===== src/rtl/pga_pkg.sv =====
`default_nettype none
// ============================================================================
// Module      : pga_pkg
// Description : Shared types, constants and packet builder for the PGA
//               serial controller.
// Revision    : 1.0 - initial release
// ============================================================================
package pga_pkg;

    localparam int PKT_W = 8;

    localparam logic TYPE_VOS  = 1'b0;
    localparam logic TYPE_GAIN = 1'b1;

    typedef enum logic [1:0] {
        IDLE  = 2'd0,
        SHIFT = 2'd1,
        END   = 2'd2
    } pga_state_e;

    // Offset packets end in 0 and gain packets end in 1; the PGA uses bit0 as the type tag.
    function automatic logic [PKT_W-1:0] build_packet(
        input logic       pkt_type,
        input logic       shdn,
        input logic       meas,
        input logic [4:0] offset,
        input logic [3:0] gain
    );
        logic [PKT_W-1:0] pkt;
        if (pkt_type == TYPE_GAIN) begin
            pkt = {shdn, meas, 1'b0, gain, 1'b1};
        end else begin
            pkt = {shdn, meas, offset, 1'b0};
        end
        return pkt;
    endfunction

endpackage
`default_nettype wire


===== src/rtl/pga_clk_div.sv =====
`default_nettype none
// ============================================================================
// Module      : pga_clk_div
// Description : Free-running CLK_DIV counter producing a one-cycle tick,
//               with synchronous clear to re-align on a new command.
// Revision    : 1.0 - initial release
// ============================================================================
module pga_clk_div #(
    parameter int CLK_DIV = 5
) (
    input  logic clk50,
    input  logic wb_rst,
    input  logic i_clr,
    output logic o_tick
);

    localparam int                CNT_W  = $clog2(CLK_DIV);
    localparam logic [CNT_W-1:0]  c_last = CNT_W'(CLK_DIV - 1);

    logic [CNT_W-1:0] r_cnt;

    always_ff @(posedge clk50 or posedge wb_rst) begin
        if (wb_rst) begin
            r_cnt <= '0;
        end else if (i_clr || (r_cnt == c_last)) begin
            r_cnt <= '0;
        end else begin
            r_cnt <= r_cnt + CNT_W'(1);
        end
    end

    assign o_tick = (r_cnt == c_last);

endmodule
`default_nettype wire


===== src/rtl/pga_multi_ctrl.sv =====
`default_nettype none
// ============================================================================
// Module      : pga_multi_ctrl
// Description : Serial write controller for NUM_CH PGAs on a shared data
//               line with per-channel gated SCLK. Optional per-channel
//               shadow readback enabled by `define PGA_SHADOW_EN.
// Revision    : 1.0 - initial release
// ============================================================================
module pga_multi_ctrl
    import pga_pkg::*;
#(
    parameter int NUM_CH  = 4,
    parameter int CLK_DIV = 5,
    parameter int CH_W    = (NUM_CH > 1) ? $clog2(NUM_CH) : 1
) (
    input  logic              clk50,
    input  logic              wb_rst,
    input  logic              cmd_valid,
    output logic              cmd_ready,
    input  logic [CH_W-1:0]   cmd_ch,
    input  logic              cmd_gain,
    input  logic [4:0]        cmd_offset,
    input  logic [3:0]        cmd_gainval,
    input  logic              cmd_shdn,
    input  logic              cmd_meas,
    output logic              done,
    output logic              err,
    output logic              pga_dat,
    output logic [NUM_CH-1:0] pga_clk,
    input  logic [CH_W-1:0]   rd_ch,
    output logic [4:0]        rd_offset,
    output logic [3:0]        rd_gain
);

    localparam logic [CH_W:0] c_num_ch   = (CH_W + 1)'(NUM_CH);
    localparam logic [2:0]    c_last_idx = 3'(PKT_W - 1);

    pga_state_e        r_state;
    logic              r_ready;
    logic              r_err;
    logic              r_dat;
    logic              r_phase;
    logic [2:0]        r_idx;
    logic [CH_W-1:0]   r_ch;
    logic [NUM_CH-1:0] r_pga_clk;
    logic              r_type;
    logic              r_shdn;
    logic              r_meas;
    logic [4:0]        r_off;
    logic [3:0]        r_gain;

    logic              w_tick;
    logic              w_accept;
    logic              w_ch_ok;
    logic [PKT_W-1:0]  w_pkt;
    logic [NUM_CH-1:0] w_ch_mask;

    assign w_accept = cmd_valid && r_ready;
    assign w_ch_ok  = ({1'b0, cmd_ch} < c_num_ch);
    assign w_pkt    = build_packet(r_type, r_shdn, r_meas, r_off, r_gain);

    generate
        for (genvar gi = 0; gi < NUM_CH; gi++) begin : g_ch_mask
            assign w_ch_mask[gi] = (r_ch == CH_W'(gi));
        end
    endgenerate

    pga_clk_div #(
        .CLK_DIV (CLK_DIV)
    ) u_clk_div (
        .clk50  (clk50),
        .wb_rst (wb_rst),
        .i_clr  (w_accept),
        .o_tick (w_tick)
    );

    always_ff @(posedge clk50 or posedge wb_rst) begin
        if (wb_rst) begin
            r_state   <= IDLE;
            r_ready   <= 1'b0;
            r_err     <= 1'b0;
            r_dat     <= 1'b0;
            r_phase   <= 1'b0;
            r_idx     <= '0;
            r_ch      <= '0;
            r_pga_clk <= '0;
            r_type    <= TYPE_VOS;
            r_shdn    <= 1'b0;
            r_meas    <= 1'b0;
            r_off     <= '0;
            r_gain    <= '0;
        end else begin
            r_err <= 1'b0;
            case (r_state)
                IDLE: begin
                    r_ready   <= 1'b1;
                    r_pga_clk <= '0;
                    if (w_accept) begin
                        if (w_ch_ok) begin
                            r_state <= SHIFT;
                            r_ready <= 1'b0;
                            r_ch    <= cmd_ch;
                            r_type  <= cmd_gain;
                            r_shdn  <= cmd_shdn;
                            r_meas  <= cmd_meas;
                            r_off   <= cmd_offset;
                            r_gain  <= cmd_gainval;
                            r_idx   <= '0;
                            r_phase <= 1'b0;
                        end else begin
                            r_err <= 1'b1;
                        end
                    end
                end
                SHIFT: begin
                    // Data moves on the falling phase so it is settled a full half-period around each rise.
                    if (w_tick) begin
                        if (!r_phase) begin
                            r_dat     <= w_pkt[r_idx];
                            r_pga_clk <= '0;
                            r_phase   <= 1'b1;
                        end else begin
                            r_pga_clk <= w_ch_mask;
                            r_phase   <= 1'b0;
                            if (r_idx == c_last_idx) begin
                                r_state <= END;
                            end else begin
                                r_idx <= r_idx + 3'd1;
                            end
                        end
                    end
                end
                END: begin
                    if (w_tick) begin
                        r_pga_clk <= '0;
                        r_dat     <= 1'b0;
                        r_ready   <= 1'b1;
                        r_state   <= IDLE;
                    end
                end
                default: begin
                    r_state <= IDLE;
                end
            endcase
        end
    end

    assign cmd_ready = r_ready;
    assign err       = r_err;
    assign pga_dat   = r_dat;
    assign pga_clk   = r_pga_clk;
    assign done      = (r_state == END) && w_tick;

`ifdef PGA_SHADOW_EN
    logic [4:0] r_sh_off  [NUM_CH];
    logic [3:0] r_sh_gain [NUM_CH];
    logic       w_rd_ok;

    always_ff @(posedge clk50 or posedge wb_rst) begin
        if (wb_rst) begin
            for (int i = 0; i < NUM_CH; i++) begin
                r_sh_off[i]  <= '0;
                r_sh_gain[i] <= '0;
            end
        end else if (done) begin
            if (r_type == TYPE_GAIN) begin
                r_sh_gain[r_ch] <= r_gain;
            end else begin
                r_sh_off[r_ch] <= r_off;
            end
        end
    end

    assign w_rd_ok   = ({1'b0, rd_ch} < c_num_ch);
    assign rd_offset = w_rd_ok ? r_sh_off[rd_ch]  : 5'd0;
    assign rd_gain   = w_rd_ok ? r_sh_gain[rd_ch] : 4'd0;
`else
    logic w_rd_unused;

    assign w_rd_unused = ^rd_ch;
    assign rd_offset   = 5'd0;
    assign rd_gain     = 4'd0;
`endif

endmodule
`default_nettype wire


===== config.mk =====
export PLATFORM = sky130hd
export DESIGN_NAME = pga_multi_ctrl
export DESIGN_NICKNAME = d
export VERILOG_FILES = /design/src/rtl/pga_pkg.sv /design/src/rtl/pga_clk_div.sv /design/src/rtl/pga_multi_ctrl.sv
export SDC_FILE = /design/constraint.sdc
export NUM_CORES = 1
export LEC_CHECK = 0
export CAP_MARGIN = 0
export CORE_UTILIZATION = 30
export CTS_CLUSTER_SIZE = 28
export DETAILED_ROUTE_END_ITERATION = 16
export DONT_BUFFER_PORTS = 1
export HOLD_SLACK_MARGIN = 0.06
export PLACE_DENSITY_LB_ADDON = 0.15
export SKIP_CTS_REPAIR_TIMING = 1
export SLEW_MARGIN = 10
export SYNTH_ARGS = -nofsm -noshare
export SYNTH_HDL_FRONTEND = slang
export SYNTH_HIERARCHICAL = 1
export SYNTH_SLANG_ARGS = --single-unit

===== constraint.sdc =====
create_clock -name clk50 -period 2.2 [get_ports clk50]
set_clock_uncertainty 0.15 [all_clocks]
set_input_delay 0.22 -clock clk50 [delete_from_list [all_inputs] [get_ports clk50]]
set_output_delay 0.22 -clock clk50 [all_outputs]
set_load 0.02 [all_outputs]

==> parameters.txt, run 1 <==
Parameter                              Value

Synth
  Post-synthesis cell type count    41
  Number of enable-type register cells in the synthesized netlist    0
  Synth Warn #    6
  Register bit count reported by yosys    29
  Portion of synthesized cell area occupied by the leading cell type    0.4833
  Number of instances in the synthesized netlist    128
  Avg Synthesized Cell Area    11.73 um2
  Synth Cell Area    roughly 1500 um2
  Main synth FF type    sky130_fd_sc_hd__dfrtp_1
  Post-synth ARST share    1.000
  Synth area leader    sky130_fd_sc_hd__dfrtp_1
  Top cells by area, synth    sky130_fd_sc_hd__dfrtp_1, sky130_fd_sc_hd__buf_4, sky130_fd_sc_hd__mux2_2, sky130_fd_sc_hd__mux2_4, sky130_fd_sc_hd__ha_1
  Sequential share of the synthesized area    0.4833

Cells and area
  Growth of design area from synthesis to finish    17.83%
  Most common cell after layout, fill and taps aside    sky130_fd_sc_hd__dfrtp_1
  # nets final    172
  Share of final-layout standard cells stronger than drive strength 1    0.2000
  Count of placed standard cells in the final layout, fillers left out    217
  Antenna diode instance count    0
  Final core area utilization    0.3721
  # fillers    491
  Most frequent cells in the layout    sky130_fd_sc_hd__dfrtp_1, sky130_fd_sc_hd__dlygate4sd3_1, sky130_fd_sc_hd__conb_1, sky130_fd_sc_hd__inv_1, sky130_fd_sc_hd__nand2_1
  Summed area of non-filler cells in the final layout    roughly 1800 um2

Placement
  IO buf count    0
  Placer Congestion    0.7064
  Worst setup timing slack at the placement stage    0.3510 ns
  Sum of net half-perimeters after detailed placement    1868 um
  Post-place instance area    1529 um2
  Number of placed instances with taps included    193

Power and ir drop
  Post-layout total power    2.000 mW
  Combinational Power Share    0.288
  Power Density    1130 nW/um2
  Proportion of power drawn by flip-flops and latches    0.511
  Peak supply drop    0.0005846 V
  Net switching fraction of the power    0.3341
  Leakage power of the design    0.7857 nW
  Clock network fraction of design power    0.201
  Switching pwr    0.6681 mW
  Power Internal    1.332 mW

Timing
  Final-report setup violation count    0
  Min Hold Slack    0.1313 ns
  Unrepaired setup endpoints after global routing    no
  Peak clock frequency supported by timing    about 520 MHz
  Final setup margin    0.2838 ns
  Period utilisation layout    0.8710
  Final Hold Vio Count    0
  Min cycle time layout    1.916 ns
  Final slew viol count    0
  Setup_tns    0 ns

Die
  Horizontal die dimension    72.75 um
  Die height    72.75 um
  Initial standard-cell utilization of the core    0.3158
  Core Footprint    4755 um2
  Count of standard-cell rows    25
  Boundary pin count    36
  Die area    about 5300 um2

Global routing
  Number of global-route vias before repair    932
  Global-route wire length before repair    4409 um
  GRT Total Usage    0.1128
  Pin count of the biggest net entering global routing    27
  Antenna violations before repair    0
  GR Overflow Total    0

Critical path
  Crit-path max FO    7
  Worst path bufs/invs    2
  Crit path capture type    output port
  Critical path's slowest cell    sky130_fd_sc_hd__dfrtp_1
  Sort of element at the start of the critical path    flop
  Largest stage delay on the critical path    0.39 ns
  Kind of cell adding the most delay to the critical path    simple AND/OR/NAND/NOR gates
  Ordered list of cells on the worst path    inv_1 -> ha_1 -> and2_2 -> inv_2 -> nor2_1
  WP data arrival    1.55 ns
  Setup Crit Path Kind    reg -> out
  Required time of the worst setup path    1.83 ns

Status
  Result of the run    finished clean

Routing
  Number of search-and-repair iterations in the first detailed-routing pass    4
  Wire length per cell    about 12 um
  Number of vias per cell    approximately 4.4
  Vias    around 960
  Number of DRC violations after detailed-routing iteration 0    46
  Post-detailed-route DRC marker count    0
  Total Wirelength    2537 um
  Number of nets still failing antenna checks after routing    0

CTS
  Max clock buf depth    2
  Clk sink count    29
  Clock tree from TritonCTS    done
  Clock buffer count from CTS    5
  Register clock-pin slew on the reported worst setup and hold paths    roughly 0.060 ns
  H-Tree Level Count    2
  Clock latency reported for the late side of the worst-skew pair    about 0.27 ns
  Root buffer selected by CTS    sky130_fd_sc_hd__clkbuf_8

Flow run
  Number of max-cap violations    0

Hold path
  Path type of the worst min-delay path    in -> async
==> synthesized netlist by cell type, types with 2 or more instances <==
library cell / n
sky130_fd_sc_hd__dfrtp_1: 29
sky130_fd_sc_hd__buf_4: 12
sky130_fd_sc_hd__inv_1: 9
sky130_fd_sc_hd__nand2_1: 8
sky130_fd_sc_hd__mux2_2: 7
sky130_fd_sc_hd__mux2_4: 5
sky130_fd_sc_hd__mux2i_1: 5
sky130_fd_sc_hd__a21oi_1: 4
sky130_fd_sc_hd__ha_1: 4
sky130_fd_sc_hd__o21ai_0: 4
sky130_fd_sc_hd__a22o_1: 3
sky130_fd_sc_hd__nand2b_1: 3
sky130_fd_sc_hd__nor2_1: 3
sky130_fd_sc_hd__nor3_1: 2
sky130_fd_sc_hd__nor3b_1: 2
sky130_fd_sc_hd__o2111ai_1: 2
sky130_fd_sc_hd__o31ai_1: 2
==> layout make-up <==
cell class              instances  area, um2  area share
inverters                      10      37.54     0.02122
flip-flops and latches         29      725.7      0.4102
well taps                      67      83.83     0.04738
clock buffers                   8      80.08     0.04526
repair buffers                 20      190.2      0.1075
multi-input cells              83      651.9      0.3685
==> kinds of logic (layout without fill, tap and decap cells) <==
kind of cell,Yosys count,after routing,share of synthesized area
flops,29,29,0.4833
fa+ha+maj,5,5,0.04083
other cells,1,10,0.002498
mux,18,18,0.1508
buf+inv,25,38,0.1050
compound gates,20,20,0.09085
simple gates,30,30,0.1267
==> routing by layer <==
| metal | routed length, um | up-vias | track usage |
|---|---|---|---|
| li1 | - | 466 | - |
| met5 | 0 | - | 0 |
| met2 | 1196 | 26 | 0.1724 |
| met4 | 21 | 0 | 0.05229 |
| met3 | 129 | 4 | 0.04696 |
| met1 | 1189 | 460 | 0.1382 |
==> sequential cells by signal, indices dropped and copies added, names as in the netlist, 2 cells and up <==
register / cells
pga_clk: 4
r_idx: 3
r_gain: 4
u_clk_div/r_cnt: 3
r_ch: 2
r_off: 5
r_state: 2
==> power groups by stage <==
stage	combinational [mW]	clock, mW	sequential [mW]
6_report	0.576	0.403	1.02
5_1_grt	0.665	0.454	1.07
4_1_cts	0.566	0.424	1.03
3_5_place_dp	0.564	0	1.04
3_3_place_gp	0.549	0	1.03
2_1_floorplan	0.557	0	0.941
==> worst paths after layout <==
path | to | from | slack [ns] | depth (start not counted)
worst max-delay path | done | u_clk_div/r_cnt[0] | 0.28 | 5
worst min-delay path | u_clk_div/r_cnt[1] | wb_rst | 0.13 | 2
worst max register to register | pga_clk[1] | u_clk_div/r_cnt[0] | 0.35 | 7
worst min register to register | u_clk_div/r_cnt[0] | u_clk_div/r_cnt[0] | 0.32 | 1
max in group asynchronous | r_idx[2] | wb_rst | 1.32 | 3
min in group clk50 | u_clk_div/r_cnt[0] | u_clk_div/r_cnt[0] | 0.32 | 1
Power figures use the tool's default switching activity.
==> run 2, diff against run 1 <==
- CAP_MARGIN: 0 -> 10
- clock period: 2.2 -> 2.1 ns (I/O delays scaled with it)
==> run 2 against run 1 <==
  * Final area rose by 0.78%
  * Routed wire length rose by 0.35%
  * Largest cell class unchanged
  * Highest routed layer unchanged
  * Sequential power rose by 5%
  * Clock power rose by 11%
  * Utilization rose by 0.29 points
  * Clock-buffer cell count fell by 1
  * Final cell count did not move
  * Register-to-register slack got worse by 0.11 ns
  * Worst hold slack got worse by 0.0058 ns
  * Total power rose by 6.0%
  * First-iteration DRC count fell by 8.7%
  * Non-clock buffer count rose by 1
==> parameters.txt, run 2 (synthesized netlist as in run 1, its figures left out) <==
Parameter                              Value

Status
  Result of the run    finished clean

Cells and area
  Summed area of non-filler cells in the final layout    1783 um2 (+0.78%)
  Max FFs per register    5 (unchanged)
  Most common cell after layout, fill and taps aside    sky130_fd_sc_hd__dfrtp_1
  Count of placed standard cells in the final layout, fillers left out    217 (unchanged)
  Most frequent cells in the layout    sky130_fd_sc_hd__dfrtp_1, sky130_fd_sc_hd__dlygate4sd3_1, sky130_fd_sc_hd__conb_1, sky130_fd_sc_hd__inv_1, sky130_fd_sc_hd__nand2_1
  Share of final-layout standard cells stronger than drive strength 1    0.2133 (+0.01333)
  Growth of design area from synthesis to finish    18.75%
  Register bank with the most flops    r_off
  Antenna diode instance count    0 (unchanged)
  # fillers    494 (+0.61%)
  # nets final    173 (+0.58%)

Global routing
  Antenna violations before repair    0 (unchanged)
  Pin count of the biggest net entering global routing    27 (unchanged)
  Global-route wire length before repair    4284 um (-2.8%)
  GR Overflow Total    0 (unchanged)
  Number of global-route vias before repair    922 (-1.1%)
  GRT Total Usage    0.1133 (+0.0005903)

Timing
  Period utilisation layout    0.9114
  Unrepaired setup endpoints after global routing    no
  Final slew viol count    0 (unchanged)
  Min cycle time layout    1.914 ns
  Final Hold Vio Count    0 (unchanged)
  Peak clock frequency supported by timing    522.5 MHz
  Final-report setup violation count    0 (unchanged)
  Setup_tns    0 ns (unchanged)

CTS
  Clock latency reported for the late side of the worst-skew pair    0.27 ns (about the same)
  Root buffer selected by CTS    sky130_fd_sc_hd__clkbuf_8
  Clk sink count    29 (unchanged)
  H-Tree Level Count    2 (unchanged)
  Clock buffer count from CTS    5 (unchanged)
  Register clock-pin slew on the reported worst setup and hold paths    0.06 ns (about the same)
  Max clock buf depth    2 (unchanged)
  Clock tree from TritonCTS    done

Die
  Die area    5292 um2 (unchanged)
  Die height    72.75 um (unchanged)
  Count of standard-cell rows    25 (unchanged)
  Core Footprint    4755 um2 (unchanged)
  Boundary pin count    36 (unchanged)
  Horizontal die dimension    72.75 um (unchanged)
  Initial standard-cell utilization of the core    0.3158 (unchanged)

Routing
  WL met3    126 um (-2.3%)
  Number of search-and-repair iterations in the first detailed-routing pass    4 (unchanged)
  Detailed-route wire length on metal 1    1234 um (+3.8%)
  Number of DRC violations after detailed-routing iteration 0    42 (-8.7%)
  DR WL met2    1171 um (-2.1%)
  Wire length per cell    11.73 um (+0.35%)
  Number of vias per cell    4.253 (-3.5%)
  Vias    923 (-3.5%)
  Highest routed layer    met4
  Total Wirelength    2546 um (+0.35%)
  Post-detailed-route DRC marker count    0 (unchanged)
  Number of nets still failing antenna checks after routing    0 (unchanged)

Hold path
  Path type of the worst min-delay path    in -> async

Critical path
  Required time of the worst setup path    1.74 ns (-0.09 ns)
  WP data arrival    1.55 ns (about the same)
  Setup Crit Path Kind    reg -> out
  Crit-path max FO    7 (unchanged)
  Sort of element at the start of the critical path    flop
  Crit path capture type    output port

Placement
  IO buf count    0 (unchanged)
  Placer Congestion    0.7244 (+2.5%)
  Post-place instance area    1536 um2 (+0.49%)
  Number of placed instances with taps included    194 (+0.52%)
  Sum of net half-perimeters after detailed placement    1859 um (-0.48%)

Power and ir drop
  Post-layout total power    2.119 mW (+6.0%)
  Power Density    1188 nW/um2 (+5.1%)
  Leakage power of the design    0.7946 nW (+1.1%)
  Peak supply drop    0.0005959 V (+1.9%)

Flow run
  Number of max-cap violations    0 (unchanged)
-- run 2: power by group --
part | internal (mW) | total [mW] | switching (mW)
Combinational | 0.361 | 0.605 | 0.245
Sequential | 0.803 | 1.07 | 0.265
Clock | 0.259 | 0.446 | 0.187
-- run 2: stage by stage --
stage	util	hold slack (ns)	setup slack (ns)
2_1_floorplan	-	-0.1864	0.3345
3_3_place_gp	0.3232	-0.1763	0.2836
3_5_place_dp	0.3232	-0.1671	0.2511
4_1_cts	0.3413	-0.4659	0.1663
5_1_grt	0.3750	0.1392	0.05671
6_report	0.3750	0.1255	0.1861
-- run 2: worst paths after layout --
kind / cells past startpoint / slack, ns / to / start
min in group clk50: 1 / 0.32 / u_clk_div/r_cnt[0] / u_clk_div/r_cnt[0]
max reg2reg: 7 / 0.24 / pga_clk[0] / u_clk_div/r_cnt[0]
max: 5 / 0.19 / done / u_clk_div/r_cnt[0]
min: 2 / 0.13 / u_clk_div/r_cnt[1] / wb_rst
max in group asynchronous: 3 / 1.23 / r_state[1] / wb_rst
min reg2reg: 1 / 0.32 / u_clk_div/r_cnt[0] / u_clk_div/r_cnt[0]
-- run 2: critical path, cell delays in order, from the launching register on --
cell and delay [ns]:
sky130_fd_sc_hd__dfrtp_1 0.40, sky130_fd_sc_hd__inv_1 0.06, sky130_fd_sc_hd__ha_1 0.14, sky130_fd_sc_hd__and2_2 0.22
sky130_fd_sc_hd__inv_2 0.09, sky130_fd_sc_hd__nor2_1 0.36
-- run 2: routing by layer --
layer	track usage	vias to the layer above
met1	0.1382	431
li1	-	465
met2	0.1693	25
met4	0.05229	0
met5	0	-
met3	0.05387	2
-- run 2: area by class of cell --
cell class | count | area [um2] | share of cell area
timing repair buffer | 21 | 197.7 | 0.1109
inverter | 10 | 37.54 | 0.02105
tap | 67 | 83.83 | 0.04702
sequential | 29 | 725.7 | 0.4070
clock buffer | 7 | 86.33 | 0.04842
multi-input combinational | 83 | 651.9 | 0.3656
==> run 3, diff against run 2 <==
- CAP_MARGIN: 10 -> 0
- SYNTH_HIERARCHICAL: 1 -> unset
- clock period: 2.1 -> 2.4 ns (I/O delays scaled with it)
==> run 3 against run 2 <==
  * Clock-buffer cell count stayed put
  * Combinational power decreased by 12%
  * Critical path type is now reg -> reg
  * Total power fell by 11%
  * Sequential cell count is the same
  * Final cell count fell by 6.5%
==> parameters.txt, run 3 <==
Parameter                              Value

Status
  Result of the run    finished clean

Timing
  Min Hold Slack    0.1161 ns (-0.009426 ns)
  Final slew viol count    0 (unchanged)
  Min cycle time layout    roughly 2.0 ns
  Final Hold Vio Count    0 (unchanged)
  Final-report setup violation count    0 (unchanged)
  Peak clock frequency supported by timing    500.3 MHz
  Period utilisation layout    0.8329
  Worst Tran Pin Value    0.5564 ns
  Unrepaired setup endpoints after global routing    no
  Worst slew margin relative to its limit    0.6238
  Setup_tns    0 ns (unchanged)

CTS
  H-Tree Level Count    2 (unchanged)
  Max clock buf depth    2 (unchanged)
  Root buffer selected by CTS    sky130_fd_sc_hd__clkbuf_8
  Clock buffer count from CTS    5 (unchanged)
  Clock latency reported for the late side of the worst-skew pair    0.28 ns (about the same)
  Clock tree from TritonCTS    done
  Register clock-pin slew on the reported worst setup and hold paths    0.07 ns (about the same)
  Clk sink count    29 (unchanged)

Critical path
  Setup Crit Path Kind    reg -> reg
  Largest stage delay on the critical path    0.50 ns (+0.10 ns)
  Crit path capture type    flop
  Crit path from    r_idx[1]
  Critical Path Most Common Cell    sky130_fd_sc_hd__ha_1
  Required time of the worst setup path    2.47 ns (+0.73 ns)
  Beginning of the worst register-to-register path    r_idx[1]
  WP data arrival    2.07 ns (+0.52 ns)
  Ordered list of cells on the worst path    ha_1 -> ha_1 -> nand2b_1 -> nor4b_1 -> mux2_2
  Crit-path max FO    6 (-1)
  Critical path's slowest cell    sky130_fd_sc_hd__nor4b_1
  Sort of element at the start of the critical path    flop

Global routing
  GR Overflow Total    0 (unchanged)
  Antenna violations before repair    0 (unchanged)
  Pin count of the biggest net entering global routing    30 (+11%)
  Number of global-route vias before repair    1025 (+11%)
  Global-route wire length before repair    4678 um (+9.2%)
  GRT Total Usage    0.1239 (+0.01061)

Routing
  Vias    1000 (+8.3%)
  Number of DRC violations after detailed-routing iteration 0    100 (+140%)
  Wire length per cell    13.91 um (+19%)
  Number of vias per cell    4.926 (+16%)
  Total Wirelength    2824 um (+11%)
  Number of search-and-repair iterations in the first detailed-routing pass    4 (unchanged)
  Post-detailed-route DRC marker count    0 (unchanged)
  Number of nets still failing antenna checks after routing    0 (unchanged)

Placement
  Post-place instance area    1466 um2 (-4.6%)
  IO buf count    0 (unchanged)
  Sum of net half-perimeters after detailed placement    1935 um (+4.1%)
  Placer Congestion    0.8301 (+15%)

Cells and area
  Summed area of non-filler cells in the final layout    1728 um2 (-3.1%)
  # nets final    173 (unchanged)
  Growth of design area from synthesis to finish    19.15%
  Share of final-layout standard cells stronger than drive strength 1    0.1987 (-0.01466)
  Max FFs per register    5 (unchanged)
  Most common cell after layout, fill and taps aside    sky130_fd_sc_hd__dfrtp_1
  Register bank with the most flops    r_off
  Antenna diode instance count    0 (unchanged)
  Most frequent cells in the layout    sky130_fd_sc_hd__dfrtp_1, sky130_fd_sc_hd__dlygate4sd3_1, sky130_fd_sc_hd__mux2_2, sky130_fd_sc_hd__nand2_1, sky130_fd_sc_hd__conb_1

Power and ir drop
  Power Density    1087 nW/um2 (-8.5%)
  Switching pwr    0.6471 mW (-7.1%)
  Net switching fraction of the power    0.3445 (+0.01574)
  Clock network fraction of design power    0.240 (+0.029)
  Power Internal    1.231 mW (-13%)
  Combinational Power Share    0.284 (-0.002)
  Proportion of power drawn by flip-flops and latches    0.476 (-0.028)
  Leakage power of the design    0.7562 nW (-4.8%)
  Peak supply drop    0.0004727 V (-21%)

Die
  Die height    71.53 um (-1.7%)
  Initial standard-cell utilization of the core    0.3219 (+0.006155)
  Core Footprint    4504 um2 (-5.3%)
  Count of standard-cell rows    24 (-4.0%)
  Boundary pin count    36 (unchanged)
  Horizontal die dimension    71.53 um (-1.7%)
  Die area    5116 um2 (-3.3%)

Synth
  Post-synthesis cell type count    31 (-24%)
  Most instantiated library cell after synthesis    sky130_fd_sc_hd__dfrtp_1
  Main synth FF type    sky130_fd_sc_hd__dfrtp_1
  Post-synth ARST share    1.000 (unchanged)
  Synth Warn #    0 (-6)
  Sequential share of the synthesized area    0.5004 (+0.01710)
  Synth Cell Area    1450 um2 (-3.4%)
  Synth area leader    sky130_fd_sc_hd__dfrtp_1
  Number of enable-type register cells in the synthesized netlist    0 (unchanged)
  Number of instances in the synthesized netlist    130 (+1.6%)
  Avg Synthesized Cell Area    11.15 um2 (-4.9%)
  Top cells by area, synth    sky130_fd_sc_hd__dfrtp_1, sky130_fd_sc_hd__mux2_2, sky130_fd_sc_hd__buf_4, sky130_fd_sc_hd__ha_1, sky130_fd_sc_hd__o21ai_0
  Portion of synthesized cell area occupied by the leading cell type    0.5004 (+0.01710)
  Most instantiated cells after synthesis    sky130_fd_sc_hd__dfrtp_1, sky130_fd_sc_hd__mux2_2, sky130_fd_sc_hd__buf_4, sky130_fd_sc_hd__nand2_1, sky130_fd_sc_hd__o21ai_0
  Register bit count reported by yosys    29 (unchanged)

Hold path
  Beginning of the worst hold path    cmd_valid
  Path type of the worst min-delay path    in -> reg

Flow run
  Number of max-cap violations    0 (unchanged)
[run 3: power by group through the flow]
stage	Combinational, mW	Clock, mW	Sequential (mW)
2_1_floorplan	0.464	0	0.839
3_3_place_gp	0.498	0	0.894
3_5_place_dp	0.518	0	0.904
4_1_cts	0.519	0.462	0.896
5_1_grt	0.598	0.485	0.925
6_report	0.534	0.451	0.894
[run 3: worst paths after layout]
path / depth (start not counted) / endpoint / slack, ns
max reg2reg: 5 / r_idx[0] / 0.40
max in group asynchronous: 3 / r_gain[2] / 1.50
min reg2reg: 1 / pga_clk[0] / 0.34
min in group asynchronous: 3 / pga_dat / 0.32
min: 3 / cmd_ready / 0.12
max: 5 / r_idx[0] / 0.40
[run 3: critical path, delay by kind of cell (launching register included)]
family / cells / cell delay [ns]
AND/OR/NAND/NOR: 2 / 0.67
multiplexers: 1 / 0.26
flip-flops: 1 / 0.43
adder cells (fa/ha/maj): 2 / 0.44
[run 3: cell type report]
| cell class | instances | area (um2) |
|---|---|---|
| Fill cell | 458 | 2776 |
| Sequential cell | 29 | 725.7 |
| Multi-Input combinational cell | 88 | 626.9 |
| Timing Repair Buffer | 19 | 182.7 |
| Clock buffer | 7 | 96.34 |
| Tap cell | 52 | 65.06 |
| Inverter | 7 | 26.28 |
| Clock inverter | 1 | 5.005 |
[run 3: kinds of logic (layout without fill, tap and decap cells)]
logic type | after synthesis | count (layout) | synth area share
adder cells (fa/ha/maj) | 5 | 5 | 0.04228
AO/OA/AOI/OAI | 24 | 24 | 0.1053
AND/OR/NAND/NOR | 33 | 33 | 0.1286
multiplexers | 16 | 16 | 0.1303
flip-flops | 29 | 29 | 0.5004
buffers and inverters | 22 | 34 | 0.09060
other | 1 | 10 | 0.002586
[run 3: metrics by stage]
stage          setup WS (ns)  utilization  power, mW  std cells
3_5_place_dp          0.3841       0.3256      1.422        179
3_3_place_gp          0.4719       0.3256      1.392        179
6_report              0.4010       0.3836      1.878        203
4_1_cts               0.3583       0.3481      1.877        187
5_1_grt               0.2558       0.3836      2.008        203
2_1_floorplan         0.6577            -      1.303        139
[run 3: metal layers]
| layer | vias to the layer above | track usage | wire length, um | part of all wire |
|---|---|---|---|---|
| li1 | 474 | - | - | - |
| met1 | 485 | 0.1467 | 1264 | 0.45 |
| met2 | 34 | 0.1894 | 1317 | 0.47 |
| met3 | 7 | 0.05204 | 187 | 0.066 |
| met4 | 0 | 0.07190 | 55 | 0.019 |
| met5 | - | 0 | 0 | 0 |
